===== src/rtl/angle_bin_quantizer_if.sv =====
// Handshake bundle for angle_bin_quantizer.
//   Request : in_valid/in_ready with signed moments m10 (x), m01 (y).
//   Response: out_valid/out_ready with bin index and quadrant/zero flags.
// master = producer of moments / consumer of results, slave = quantizer.
`timescale 1ns/1ps
interface angle_bin_quantizer_if #(
    parameter int BW_M   = 16,
    parameter int BW_BIN = 5
);
    logic              in_valid;
    logic              in_ready;
    logic [BW_M-1:0]   m10;
    logic [BW_M-1:0]   m01;
    logic              out_valid;
    logic              out_ready;
    logic [BW_BIN-1:0] out_bin;
    logic              out_x_neg;
    logic              out_y_neg;
    logic              out_zero;

    modport master (
        output in_valid, m10, m01, out_ready,
        input  in_ready, out_valid, out_bin, out_x_neg, out_y_neg, out_zero
    );

    modport slave (
        input  in_valid, m10, m01, out_ready,
        output in_ready, out_valid, out_bin, out_x_neg, out_y_neg, out_zero
    );
endinterface


===== src/rtl/angle_bin_quantizer.sv =====
// Orientation bin quantizer for the ORB descriptor path.
// Folds the signed centroid moments (m10, m01) into the first quadrant and
// binary-searches the 25 bins of width pi/50 against a ROM of Q1.11
// boundary cos/sin constants, one probe per cycle for 5 cycles.
// Ports:
//   clk    - system clock, rising edge
//   rst_n  - asynchronous active-low reset
//   bus    - slave side of angle_bin_quantizer_if (in/out valid-ready
//            handshakes, moments, bin index, sign and zero flags)
`timescale 1ns/1ps
module angle_bin_quantizer #(
    parameter int BW_M   = 16,
    parameter int BW_BIN = 5,
    parameter int BW_C   = 12
) (
    input  logic                  clk,
    input  logic                  rst_n,
    angle_bin_quantizer_if.slave  bus
);
    localparam int BW_P = BW_M + BW_C;

    typedef enum logic [1:0] {IDLE, CALC, DONE} state_t;

    state_t            state_q, state_d;
    logic [BW_M-1:0]   x_q, x_d, y_q, y_d;
    logic              xn_q, xn_d, yn_q, yn_d, zero_q, zero_d;
    logic [BW_BIN-1:0] lo_q, lo_d, hi_q, hi_d, mid;
    logic [2:0]        iter_q, iter_d;
    logic [2*BW_C-1:0] bnd;
    logic [BW_P-1:0]   prod_y, prod_x;
    logic              ge;

    // Boundary k at angle k*pi/50: {C[k], S[k]} = round(2048*{cos, sin}).
    function automatic logic [2*BW_C-1:0] bnd_rom(input logic [BW_BIN-1:0] k);
        logic [2*BW_C-1:0] r;
        case (k)
            5'd1:    r = {12'd2044, 12'd129};
            5'd2:    r = {12'd2032, 12'd257};
            5'd3:    r = {12'd2012, 12'd384};
            5'd4:    r = {12'd1984, 12'd509};
            5'd5:    r = {12'd1948, 12'd633};
            5'd6:    r = {12'd1904, 12'd754};
            5'd7:    r = {12'd1853, 12'd872};
            5'd8:    r = {12'd1795, 12'd987};
            5'd9:    r = {12'd1729, 12'd1097};
            5'd10:   r = {12'd1657, 12'd1204};
            5'd11:   r = {12'd1578, 12'd1305};
            5'd12:   r = {12'd1493, 12'd1402};
            5'd13:   r = {12'd1402, 12'd1493};
            5'd14:   r = {12'd1305, 12'd1578};
            5'd15:   r = {12'd1204, 12'd1657};
            5'd16:   r = {12'd1097, 12'd1729};
            5'd17:   r = {12'd987,  12'd1795};
            5'd18:   r = {12'd872,  12'd1853};
            5'd19:   r = {12'd754,  12'd1904};
            5'd20:   r = {12'd633,  12'd1948};
            5'd21:   r = {12'd509,  12'd1984};
            5'd22:   r = {12'd384,  12'd2012};
            5'd23:   r = {12'd257,  12'd2032};
            5'd24:   r = {12'd129,  12'd2044};
            default: r = {12'd2048, 12'd0};
        endcase
        return r;
    endfunction

    // Upper-middle probe, written as lo + ceil((hi-lo)/2) so it stays in
    // BW_BIN bits; equals (lo+hi+1)>>1.
    assign mid    = lo_q + ((hi_q - lo_q + BW_BIN'(1)) >> 1);
    assign bnd    = bnd_rom(mid);
    // Full-width products: angle >= mid*pi/50 iff Y*C >= X*S (ties go up).
    assign prod_y = BW_P'(y_q) * BW_P'(bnd[2*BW_C-1:BW_C]);
    assign prod_x = BW_P'(x_q) * BW_P'(bnd[BW_C-1:0]);
    assign ge     = (prod_y >= prod_x);

    // State register
    always_ff @(posedge clk or negedge rst_n) begin
        if (!rst_n) state_q <= IDLE;
        else        state_q <= state_d;
    end

    // Next-state logic
    always_comb begin
        state_d = state_q;
        case (state_q)
            IDLE:    if (bus.in_valid)     state_d = CALC;
            CALC:    if (iter_q == 3'd4)   state_d = DONE;
            DONE:    if (bus.out_ready)    state_d = IDLE;
            default:                       state_d = IDLE;
        endcase
    end

    // Datapath next-state: capture on accept, one search step per CALC cycle
    always_comb begin
        x_d    = x_q;
        y_d    = y_q;
        xn_d   = xn_q;
        yn_d   = yn_q;
        zero_d = zero_q;
        lo_d   = lo_q;
        hi_d   = hi_q;
        iter_d = iter_q;
        case (state_q)
            IDLE: if (bus.in_valid) begin
                // Two's-complement negate; -2^(BW_M-1) lands on 2^(BW_M-1)
                // as an unsigned value.
                x_d    = bus.m10[BW_M-1] ? (~bus.m10) + BW_M'(1) : bus.m10;
                y_d    = bus.m01[BW_M-1] ? (~bus.m01) + BW_M'(1) : bus.m01;
                xn_d   = bus.m10[BW_M-1];
                yn_d   = bus.m01[BW_M-1];
                zero_d = (bus.m10 == '0) && (bus.m01 == '0);
                lo_d   = '0;
                hi_d   = BW_BIN'(24);
                iter_d = '0;
            end
            CALC: begin
                if (lo_q < hi_q) begin
                    if (ge) lo_d = mid;
                    else    hi_d = mid - BW_BIN'(1);
                end
                iter_d = iter_q + 3'd1;
            end
            default: ;
        endcase
    end

    always_ff @(posedge clk or negedge rst_n) begin
        if (!rst_n) begin
            x_q    <= '0;
            y_q    <= '0;
            xn_q   <= 1'b0;
            yn_q   <= 1'b0;
            zero_q <= 1'b0;
            lo_q   <= '0;
            hi_q   <= '0;
            iter_q <= '0;
        end else begin
            x_q    <= x_d;
            y_q    <= y_d;
            xn_q   <= xn_d;
            yn_q   <= yn_d;
            zero_q <= zero_d;
            lo_q   <= lo_d;
            hi_q   <= hi_d;
            iter_q <= iter_d;
        end
    end

    // Outputs: result fields are only presented in DONE, zero otherwise
    always_comb begin
        bus.in_ready  = (state_q == IDLE);
        bus.out_valid = (state_q == DONE);
        bus.out_bin   = '0;
        bus.out_x_neg = 1'b0;
        bus.out_y_neg = 1'b0;
        bus.out_zero  = 1'b0;
        if (state_q == DONE) begin
            bus.out_bin   = lo_q;
            bus.out_x_neg = xn_q;
            bus.out_y_neg = yn_q;
            bus.out_zero  = zero_q;
        end
    end
endmodule


===== src/flat_wrapper.sv =====
// flat-port wrapper written by rule: the top's interface ports become plain ports
module angle_bin_quantizer_flat 
#(
    parameter int BW_M   = 16,
    parameter int BW_BIN = 5,
    parameter int BW_C   = 12
)
  (clk, rst_n, bus_in_valid, bus_m10, bus_m01, bus_out_ready, bus_in_ready, bus_out_valid, bus_out_bin, bus_out_x_neg, bus_out_y_neg, bus_out_zero);
  angle_bin_quantizer_if #(.BW_M(BW_M), .BW_BIN(BW_BIN)) bus_i ();
  input  logic clk;
  input  logic rst_n;
  input wire logic [$bits(bus_i.in_valid)-1:0] bus_in_valid;
  input wire logic [$bits(bus_i.m10)-1:0] bus_m10;
  input wire logic [$bits(bus_i.m01)-1:0] bus_m01;
  input wire logic [$bits(bus_i.out_ready)-1:0] bus_out_ready;
  output wire logic [$bits(bus_i.in_ready)-1:0] bus_in_ready;
  output wire logic [$bits(bus_i.out_valid)-1:0] bus_out_valid;
  output wire logic [$bits(bus_i.out_bin)-1:0] bus_out_bin;
  output wire logic [$bits(bus_i.out_x_neg)-1:0] bus_out_x_neg;
  output wire logic [$bits(bus_i.out_y_neg)-1:0] bus_out_y_neg;
  output wire logic [$bits(bus_i.out_zero)-1:0] bus_out_zero;
  assign bus_i.in_valid = bus_in_valid;
  assign bus_i.m10 = bus_m10;
  assign bus_i.m01 = bus_m01;
  assign bus_i.out_ready = bus_out_ready;
  assign bus_in_ready = bus_i.in_ready;
  assign bus_out_valid = bus_i.out_valid;
  assign bus_out_bin = bus_i.out_bin;
  assign bus_out_x_neg = bus_i.out_x_neg;
  assign bus_out_y_neg = bus_i.out_y_neg;
  assign bus_out_zero = bus_i.out_zero;
  angle_bin_quantizer #(.BW_M(BW_M), .BW_BIN(BW_BIN), .BW_C(BW_C)) u_core (.clk(clk), .rst_n(rst_n), .bus(bus_i));
endmodule

===== config.mk =====
export PLATFORM = sky130hd
export DESIGN_NAME = angle_bin_quantizer_flat
export DESIGN_NICKNAME = d
export VERILOG_FILES = /design/src/rtl/angle_bin_quantizer_if.sv /design/src/rtl/angle_bin_quantizer.sv /design/src/flat_wrapper.sv
export SDC_FILE = /design/constraint.sdc
export NUM_CORES = 1
export LEC_CHECK = 0
export ABC_AREA = 1
export BUFFER_PORTS_ARGS = -buffer_cell sky130_fd_sc_hd__buf_4
export CORE_MARGIN = 2
export CORE_UTILIZATION = 48
export DETAILED_ROUTE_END_ITERATION = 6
export GPL_ROUTABILITY_DRIVEN = 0
export HOLD_SLACK_MARGIN = 0.08
export PLACE_DENSITY_LB_ADDON = 0.05
export SKIP_LAST_GASP = 1
export SLEW_MARGIN = 30
export SYNTH_ARGS = -nofsm -noshare
export SYNTH_HDL_FRONTEND = slang
export SYNTH_SLANG_ARGS = --single-unit

===== constraint.sdc =====
create_clock -name clk -period 9.5 [get_ports clk]
set_input_delay 1.9 -clock clk [delete_from_list [all_inputs] [get_ports clk]]
set_output_delay 1.9 -clock clk [all_outputs]
set_load 0.05 [all_outputs]

---- Yosys cells after proc, flatten, opt, wreduce, memory -nomap -nowiden ----
Memories as Yosys holds them, arrays and structs flattened.
Cells that the tools add are included.
storage, ports and cells
  register bits ........................... 50
  memory bits (read-only) ................. 736
  bits of input ports ..................... 36
  output and inout bits ................... 10
  memories ................................ 1
cells by class
  add/sub/neg operators ................... 7
  multiply operators ...................... 2
  order comparisons ....................... 2
  equality and inequality tests ........... 9
  mux-type cells .......................... 20
  bitwise operators ....................... 2
  reductions and logical operators ........ 10
memory list
  memory            depth  width  rd ports  clocked after memory_dff  write ports  line                       text
  (name not given)  32     23     1         0                         0            angle_bin_quantizer.sv:36  case (k)
operator list
  cell                     count
  $mul A16 B12 Y28         2
  $mux W5                  7
  $add A16 B1 Y16 const B  2
  $logic_not A16 Y1        2
  $mux W16                 2
  $not A16 Y16             2
  $ge A28 B28 Y1           1
  $pmux W5 S2              2
  $reduce_and A4 Y1        2
  $mux W2                  3
  $ne A2 B1 Y1 const B     3
  $ne A2 B2 Y1 const B     3
  $pmux W2 S3              1
  $pmux W3 S2              1
  $add A5 B1 Y5 const B    1
  $add A5 B4 Y5            1
  $lt A5 B5 Y1             1
  $sub A5 B1 Y5 const B    1
  $sub A5 B5 Y5            1
  $reduce_and A2 Y1        2
  $add A3 B1 Y3 const B    1
  $eq A3 B3 Y1 const B     1
  $mux W1                  3
  $mux W3                  1
  other kinds (6)          6

---- Longest topological paths before layout ----
Gate-level depths: netlist (run 1).
An unclocked memory read counts as a cell.
  word-level depth ........................ 9
  gate-level depth with buffers ........... 54
  mapped depth without buffers ............ 53

---- Worst setup path after synthesis (run 1) ----
OpenSTA, ideal clock, no wires.
  path kind ............................... register to register
  start point ............................. reg u_core.lo_q[1]
  end point ............................... reg u_core.hi_q[0]
  arrival ................................. 7.937 ns
  data required time ...................... 9.383 ns
  setup slack ............................. 1.446 ns
  stages on the path, launching flop included .. 45
  clock period less this slack ............ 8.054 ns
  path through ............................ dfrtp_1 -> ha_1 -> inv_1 -> ha_1 -> ha_1 -> inv_1 -> fa_1 -> inv_1 -> ha_1 -> inv_1 -> nor2_1 -> nor2_1 -> o211ai_2 -> nand2_2 -> inv_2 -> buf_4 -> nand2_1 -> fa_1 -> (+9 left out) -> nor2_1 -> inv_1 -> nor3_1 -> nand2_1 -> nand2_1 -> nand2_1 -> nand4_1 -> nand2_1 -> ha_1 -> a21o_1 -> nor2_1 -> nand2_1 -> a21oi_1 -> nand2_1 -> nand2_1 -> nand2_1 -> nand2_1 -> nand2_1
between the ends
  word-level cells in the longest chain between the ends .. 8
RTL lines
  what                                 line                                                  text
  from (decl)                          angle_bin_quantizer.sv:27                             logic [BW_BIN-1:0] lo_q, lo_d, hi_q, hi_d, mid;
  from (signal assigned)               angle_bin_quantizer.sv:142                            lo_q <= lo_d;
  $sub A5 B5 Y5                        angle_bin_quantizer.sv:68                             assign mid = lo_q + ((hi_q - lo_q + BW_BIN'(1)) >> 1);
  $add A5 B1 Y5                        angle_bin_quantizer.sv:68
  $add A5 B4 Y5                        angle_bin_quantizer.sv:68
  $mem_v2 Z32 W23                      n/a
  $mul A16 B12 Y28 (on tied branches)  angle_bin_quantizer.sv:71, angle_bin_quantizer.sv:72
  $ge A28 B28 Y1                       angle_bin_quantizer.sv:73                             assign ge = (prod_y >= prod_x);
  $ne A2 B2 Y1 (no source line)        n/a
  $reduce_and A4 Y1 (no source line)   n/a
  to (signal assigned)                 angle_bin_quantizer.sv:143                            hi_q <= hi_d;
  to (decl)                            angle_bin_quantizer.sv:27
Several ways; a longest one is shown, not always the timed one. The select of a mux whose other input is x is not followed.
A chain may end at the register's enable or synchronous reset.

---- Worst setup path in the final report (run 1) ----
  start point ............................. reg u_core.lo_q[1]
  end point ............................... reg u_core.hi_q[4]
Same word-level chain as after synthesis.

==> impl_metrics.env, run 1 <==
export IMPL_port_buffer_count=45
export IMPL_timing_critical_path_to_type="register"
export IMPL_wl_met3_um=2420
export IMPL_die_height_um=192
export IMPL_placement_rows=68
export IMPL_synth_nets=2812
export IMPL_highest_signal_layer="met4"
export IMPL_cts_htree_levels=2
export IMPL_drt_first_pass_iters=7
export IMPL_antenna_found_initial=0
export IMPL_num_nets_final=2839
export IMPL_drtIter0Drc=954
export IMPL_viasPerCell=5.21
export IMPL_fin_worst_skew_ps=5.02
export IMPL_slowest_stage="sky130_fd_sc_hd__fa_2"
export IMPL_async_set_or_reset_register_ratio_after_synthesis=1.00
export IMPL_drt_antenna_violating_nets=0
export IMPL_synth_warnings=0
export IMPL_slew_headroom=0.566
export IMPL_maximum_fanout_encountered_on_the_critical_timing_path=7
export IMPL_cts_path_max_buffers=2
export IMPL_floorplan_core_area_mm2=0.0347
export IMPL_fill_cells=3554
export IMPL_vias=14516
export IMPL_pin_count=46
export IMPL_critical_path_buf_inv_count=10
export IMPL_clock_root_cell="sky130_fd_sc_hd__clkbuf_16"
export IMPL_total_clock_buffers_created_by_cts=5
export IMPL_syn_to_final_growth_pct=6.59
export IMPL_seq_area_frac_synth=0.0737
export IMPL_vias_in_the_first_global_route=14730
export IMPL_syn_area_mm2=0.0170
export IMPL_drv_slew=0
export IMPL_gr_total_overflow=0
export IMPL_ys_ff_latch=50
export IMPL_synth_edf_count=0
export IMPL_setup_violations_final=0
export IMPL_cells_after_synthesis=2305
export IMPL_grt_setup_unrepaired="false"
export IMPL_run_status="finished clean"
export IMPL_detailed_place_hpwl_um=40000
export IMPL_setup_slack_of_the_worst_register_to_register_path_ps=510
export IMPL_clock_sink_count=50
export IMPL_clock_latency_ps=290
export IMPL_min_delay_path_class="register to register"
export IMPL_wl_met1_um=21000
export IMPL_critPathLaunchType="register"
export IMPL_worst_path_most_repeated_cell="sky130_fd_sc_hd__nand2_1"
export IMPL_met2RoutedLength_um=21900
export IMPL_grt_max_degree=51
export IMPL_final_hold_violation_count=0
export IMPL_critPathTopFamily="adder cells"
export IMPL_timing_max_cap_violations=0
export IMPL_period_minus_slack_ps=8990
export IMPL_primary_ff_master_synth="sky130_fd_sc_hd__dfrtp_1"
export IMPL_multiInputGateArea_mm2=0.0135
export IMPL_clkSlewWorstSetupHoldPaths_ps=70
export IMPL_detail_route_drc_violations=0
export IMPL_delay_contributed_by_the_slowest_stage_of_the_critical_path_ps=640
export IMPL_num_antenna_cells=0
export IMPL_dieArea_mm2=0.0369
export IMPL_globalRouteTotalUtil=0.264
export IMPL_clock_fmax_mhz=111
export IMPL_worstSetupPathType="register to register"
export IMPL_drive_above_1_share=0.0708
export IMPL_arrival_ps=9170
export IMPL_grt_pass1_wl_um=76500
export IMPL_wl_per_cell_um=16.7
export IMPL_worst_slew_pin_transition_ps=651
export IMPL_final_setup_tns_ps=0
export IMPL_tritoncts="built"
export IMPL_initial_core_util=0.489
export IMPL_die_width_um=192
export IMPL_layout_worst_path_cycle_share=0.946
export IMPL_avgSynthCellArea_um2=7.37
export IMPL_cp_required_ps=9690
export IMPL_synthDistinctLibCells=48
export IMPL_seq_area_mm2=0.00125
export IMPL_detailed_route_wire_length_um=46500
-- kinds of logic (layout without fill, tap and decap cells) --
logic type	count (synthesis)	count (layout)	synth area share
adder cells (fa/ha/maj)	471	471	0.466
flip-flops	50	50	0.0737
AO/OA/AOI/OAI	196	196	0.0657
AND/OR/NAND/NOR	948	948	0.230
buffers and inverters	578	605	0.134
XOR/XNOR	62	62	0.0320
-- registers in the layout, indices dropped and copies added (netlist names) --
| signal | flops |
|---|---|
| u_core.x_q | 16 |
| u_core.y_q | 16 |
| u_core.hi_q | 5 |
| u_core.lo_q | 5 |
| u_core.iter_q | 3 |
| u_core.state_q | 2 |
| u_core.xn_q | 1 |
| u_core.yn_q | 1 |
| u_core.zero_q | 1 |
-- worst paths after layout --
check | start | to | cells after the start
worst min-delay path | u_core.hi_q[1] | u_core.hi_q[1] | 2
min in group asynchronous | rst_n | u_core.iter_q[1] | 1
worst max register to register | u_core.lo_q[1] | u_core.hi_q[4] | 42
worst min register to register | u_core.hi_q[1] | u_core.hi_q[1] | 2
max in group asynchronous | rst_n | u_core.lo_q[1] | 1
worst max-delay path | u_core.lo_q[1] | u_core.hi_q[4] | 42
-- final cells by class --
type                       count  area share
tap                          455      0.0315
clock buffer                   5     0.00691
multi-input combinational   1677       0.748
timing repair buffer          86      0.0364
inverter                     512       0.107
clock inverter                 2    0.000760
sequential                    50      0.0692
-- worst min-delay path, stage by stage, from the launching register on --
cell and delay (ps):
sky130_fd_sc_hd__dfrtp_1 340, sky130_fd_sc_hd__nand2_1 60, sky130_fd_sc_hd__nand2_1 50
-- layout by cell type, fill, tap and decap left out, types with 2 or more instances in the layout --
master                      count
sky130_fd_sc_hd__buf_4         85
sky130_fd_sc_hd__a21o_1         4
sky130_fd_sc_hd__o211ai_1       8
sky130_fd_sc_hd__nand2_1      512
sky130_fd_sc_hd__dfrtp_1       49
sky130_fd_sc_hd__nor3b_1        2
sky130_fd_sc_hd__nand4_1       23
sky130_fd_sc_hd__nand3b_1       2
sky130_fd_sc_hd__ha_1         202
sky130_fd_sc_hd__clkbuf_16      5
sky130_fd_sc_hd__fa_1         267
sky130_fd_sc_hd__inv_1        492
sky130_fd_sc_hd__xnor2_1       24
sky130_fd_sc_hd__nand2_4        4
sky130_fd_sc_hd__nand3_1       97
sky130_fd_sc_hd__a21oi_1       67
sky130_fd_sc_hd__a21oi_2        7
sky130_fd_sc_hd__or2_2          5
sky130_fd_sc_hd__o21bai_1       6
sky130_fd_sc_hd__nor2_1       248
sky130_fd_sc_hd__a21boi_0       2
sky130_fd_sc_hd__inv_2         10
sky130_fd_sc_hd__nor2_4         3
sky130_fd_sc_hd__a31oi_1        7
sky130_fd_sc_hd__o21a_1         5
sky130_fd_sc_hd__inv_4          5
sky130_fd_sc_hd__clkinv_1       4
sky130_fd_sc_hd__o21ai_0       72
sky130_fd_sc_hd__o211ai_2       2
sky130_fd_sc_hd__nand3_2        3
sky130_fd_sc_hd__o21ai_1        6
sky130_fd_sc_hd__o41ai_1        2
sky130_fd_sc_hd__nand2_2        9
sky130_fd_sc_hd__xor2_1        38
sky130_fd_sc_hd__nor3_1        21
sky130_fd_sc_hd__nor2_2        16
-- synthesized netlist by cell type (all sizes together) (10+ instances only) --
library cell | count | area [um^2]
xnor2 | 24 | 210
nor2 | 267 | 1050
xor2 | 38 | 333
nand4 | 23 | 144
inv | 508 | 1910
fa | 268 | 5370
a21oi | 75 | 390
ha | 203 | 2540
o211ai | 10 | 85.1
clkbuf | 18 | 73.8
dfrtp | 50 | 1250
nand3 | 100 | 510
nand2 | 526 | 2010
nor3 | 21 | 105
buf | 48 | 272
o21ai | 80 | 412
-- per-layer routing --
metal / track usage / vias to the layer above
li1: - / 7024
met1: 0.360 / 7041
met2: 0.450 / 401
met3: 0.0287 / 50
met4: 0.0643 / 0
met5: 0 / -
-- per-stage QoR --
stage	setup slack [ps]	cell area (um^2)	util	hold slack, ps	cells
3_5_place_dp	182	17800	0.512	470	2768
4_1_cts	167	17900	0.516	487	2775
5_1_grt	4.05	18100	0.521	519	2787
3_3_place_gp	324	17800	0.512	465	2768
6_report	514	18100	0.521	483	2787
2_1_floorplan	1450	17000	-	442	2305
-- timing repair --
action | CTS | global route
setup endpoints to repair | 0 | 10
hold buffers | 0 | 0
setup buffers | 0 | 12
gates resized for setup | 0 | 31
Power of run 1 is not shown: default switching activity piles up to over one toggle a cycle in this logic, so the estimate is an artifact.
==> inputs of run 2 (changes only) <==
--- a/config.mk
+++ b/config.mk
@@ -13,6 +13,7 @@
 export GPL_ROUTABILITY_DRIVEN = 0
 export HOLD_SLACK_MARGIN = 0.08
 export PLACE_DENSITY_LB_ADDON = 0.05
+export REMOVE_ABC_BUFFERS = 1
 export SKIP_LAST_GASP = 1
 export SLEW_MARGIN = 30
 export SYNTH_ARGS = -nofsm -noshare
==> run 2 against run 1 <==
Net effect: first-iteration DRC count is 6.5% lower; worst hold slack got worse by 6.2 ps; worst setup slack lost 46 ps; fmax is 0.51% lower; sequential cell count stayed put; final cell count hardly changed; via count is 0.18% higher; die area is the same; utilization shrank 0.054 points; register-to-register slack got worse by 50 ps; sequential share of layout area is essentially flat; critical endpoint is now u_core.hi_q[1]; highest routed layer unchanged.
==> impl_metrics.env, run 2 (synthesis results as in run 1) <==
export IMPL_clock_latency_ps=290
export IMPL_total_clock_buffers_created_by_cts=5
export IMPL_worst_slew_pin_transition_ps=661
export IMPL_final_hold_violation_count=0
export IMPL_delay_contributed_by_the_slowest_stage_of_the_critical_path_ps=620
export IMPL_clock_sink_count=50
export IMPL_clock_root_cell="sky130_fd_sc_hd__clkbuf_16"
export IMPL_port_buffer_count=45
export IMPL_cp_required_ps=9680
export IMPL_fill_cells=3475
export IMPL_drtIter0Drc=892
export IMPL_drt_first_pass_iters=5
export IMPL_pin_count=46
export IMPL_cts_hold_buffers_added=0
export IMPL_tritoncts="built"
export IMPL_gr_total_overflow=0
export IMPL_reg_top3="u_core.x_q: 16 flops, u_core.y_q: 16 flops"
export IMPL_final_setup_tns_ps=0
export IMPL_run_status="finished clean"
export IMPL_clkSlewWorstSetupHoldPaths_ps=70
export IMPL_worstReg2RegEnd="u_core.hi_q[1]"
export IMPL_worst_path_most_repeated_cell="sky130_fd_sc_hd__nand2_1"
export IMPL_detailed_place_hpwl_um=40200
export IMPL_fin_worst_skew_ps=8.88
export IMPL_worstSetupPathType="register to register"
export IMPL_cts_htree_levels=2
export IMPL_period_minus_slack_ps=9030
export IMPL_layout_worst_path_cycle_share=0.951
export IMPL_syn_to_final_growth_pct=6.48
export IMPL_vias_in_the_first_global_route=15011
export IMPL_floorplan_core_area_mm2=0.0347
export IMPL_drt_antenna_violating_nets=0
export IMPL_critical_path_startpoint="u_core.lo_q[1]"
export IMPL_mostFrequentLayoutCells="511 x sky130_fd_sc_hd__nand2_1, 491 x sky130_fd_sc_hd__inv_1, 267 x sky130_fd_sc_hd__fa_1"
export IMPL_initial_core_util=0.489
export IMPL_die_width_um=192
export IMPL_wl_per_cell_um=16.9
export IMPL_drv_slew=0
export IMPL_arrival_ps=9210
export IMPL_timing_critical_path_to_type="register"
export IMPL_layout_commonest_cell="sky130_fd_sc_hd__nand2_1"
export IMPL_grt_max_degree=51
export IMPL_reg2regPathDepth=45
export IMPL_globalRouteTotalUtil=0.270
export IMPL_fin_worst_hold_slack_ps=477
export IMPL_maximum_fanout_encountered_on_the_critical_timing_path=11
export IMPL_critPathLaunchType="register"
export IMPL_vias=14542
export IMPL_grt_setup_unrepaired="false"
export IMPL_slowest_stage="sky130_fd_sc_hd__fa_2"
export IMPL_clock_fmax_mhz=111
export IMPL_drive_above_1_share=0.0691
export IMPL_num_antenna_cells=0
export IMPL_cts_path_max_buffers=2
export IMPL_placement_rows=68
export IMPL_detail_route_drc_violations=0
export IMPL_min_delay_path_class="register to register"
export IMPL_viasPerCell=5.22
export IMPL_detailed_route_wire_length_um=47100
export IMPL_die_height_um=192
export IMPL_setup_slack_of_the_worst_register_to_register_path_ps=470
export IMPL_slew_headroom=0.559
export IMPL_reg2reg_from="u_core.lo_q[1]"
export IMPL_worst_setup_path_endpoint="u_core.hi_q[1]"
export IMPL_post_cts_resize_count=0
export IMPL_timing_max_cap_violations=0
export IMPL_postCtsSetupRepairBufs=0
export IMPL_antenna_found_initial=0
export IMPL_grt_pass1_wl_um=78200
export IMPL_dieArea_mm2=0.0369
export IMPL_num_nets_final=2837
export IMPL_setup_violations_final=0
## run 2: changes by cell type in the layout (fill, tap and decap cells not counted), moves of 2 or more
cell                      before  now
sky130_fd_sc_hd__inv_2        10   14
sky130_fd_sc_hd__a21oi_1      67   70
sky130_fd_sc_hd__a21oi_2       7    4
sky130_fd_sc_hd__inv_4         5    2
sky130_fd_sc_hd__nand2_2       9   12
sky130_fd_sc_hd__nand2_4       4    2
## run 2: stage by stage
stage               std cells   util  cell area, um^2  setup WS (ps)
detailed placement       2778  0.514            17800            223
global route             2786  0.521            18100           18.2
global placement         2778  0.514            17800            435
finish                   2786  0.521            18100            469
floorplan                2239      -            16600           1350
CTS                      2786  0.519            18000            219
## run 2: how the worst min path moves through the flow
stage | from | endpoint | slack [ps] | cells after the start
finish | u_core.hi_q[4] | u_core.hi_q[4] | 480 | 2
global placement | u_core.hi_q[1] | u_core.hi_q[1] | 460 | 2
detailed placement | u_core.hi_q[4] | u_core.hi_q[4] | 460 | 2
floorplan | u_core.hi_q[1] | u_core.hi_q[1] | 440 | 2
CTS | u_core.hi_q[4] | u_core.hi_q[4] | 480 | 2
global route | u_core.hi_q[4] | u_core.hi_q[4] | 500 | 2
## run 2: worst max-delay path: cells and delay by family (launching register included)
family / cells / cell delay, ps
AND/OR/NAND/NOR: 19 / 1870
adder cells (fa/ha/maj): 12 / 4930
flip-flops: 1 / 440
buffers and inverters: 10 / 860
AO/OA/AOI/OAI: 4 / 770
## run 2: metal layers
metal | global-route usage | wire length [um]
met1 | 0.373 | 21400
met4 | 0.0672 | 1280
met5 | 0 | 0
met2 | 0.455 | 22100
met3 | 0.0248 | 2260
## run 2: layout make-up
class | count | area (um^2) | share of cell area
Multi-Input combinational cell | 1677 | 13500 | 0.748
Sequential cell | 50 | 1250 | 0.0692
Inverter | 512 | 1930 | 0.107
Clock inverter | 2 | 38.8 | 0.00215
Tap cell | 455 | 569 | 0.0315
Clock buffer | 6 | 139 | 0.00768
Timing Repair Buffer | 84 | 631 | 0.0349
Power of run 2 is left out for the same reason.
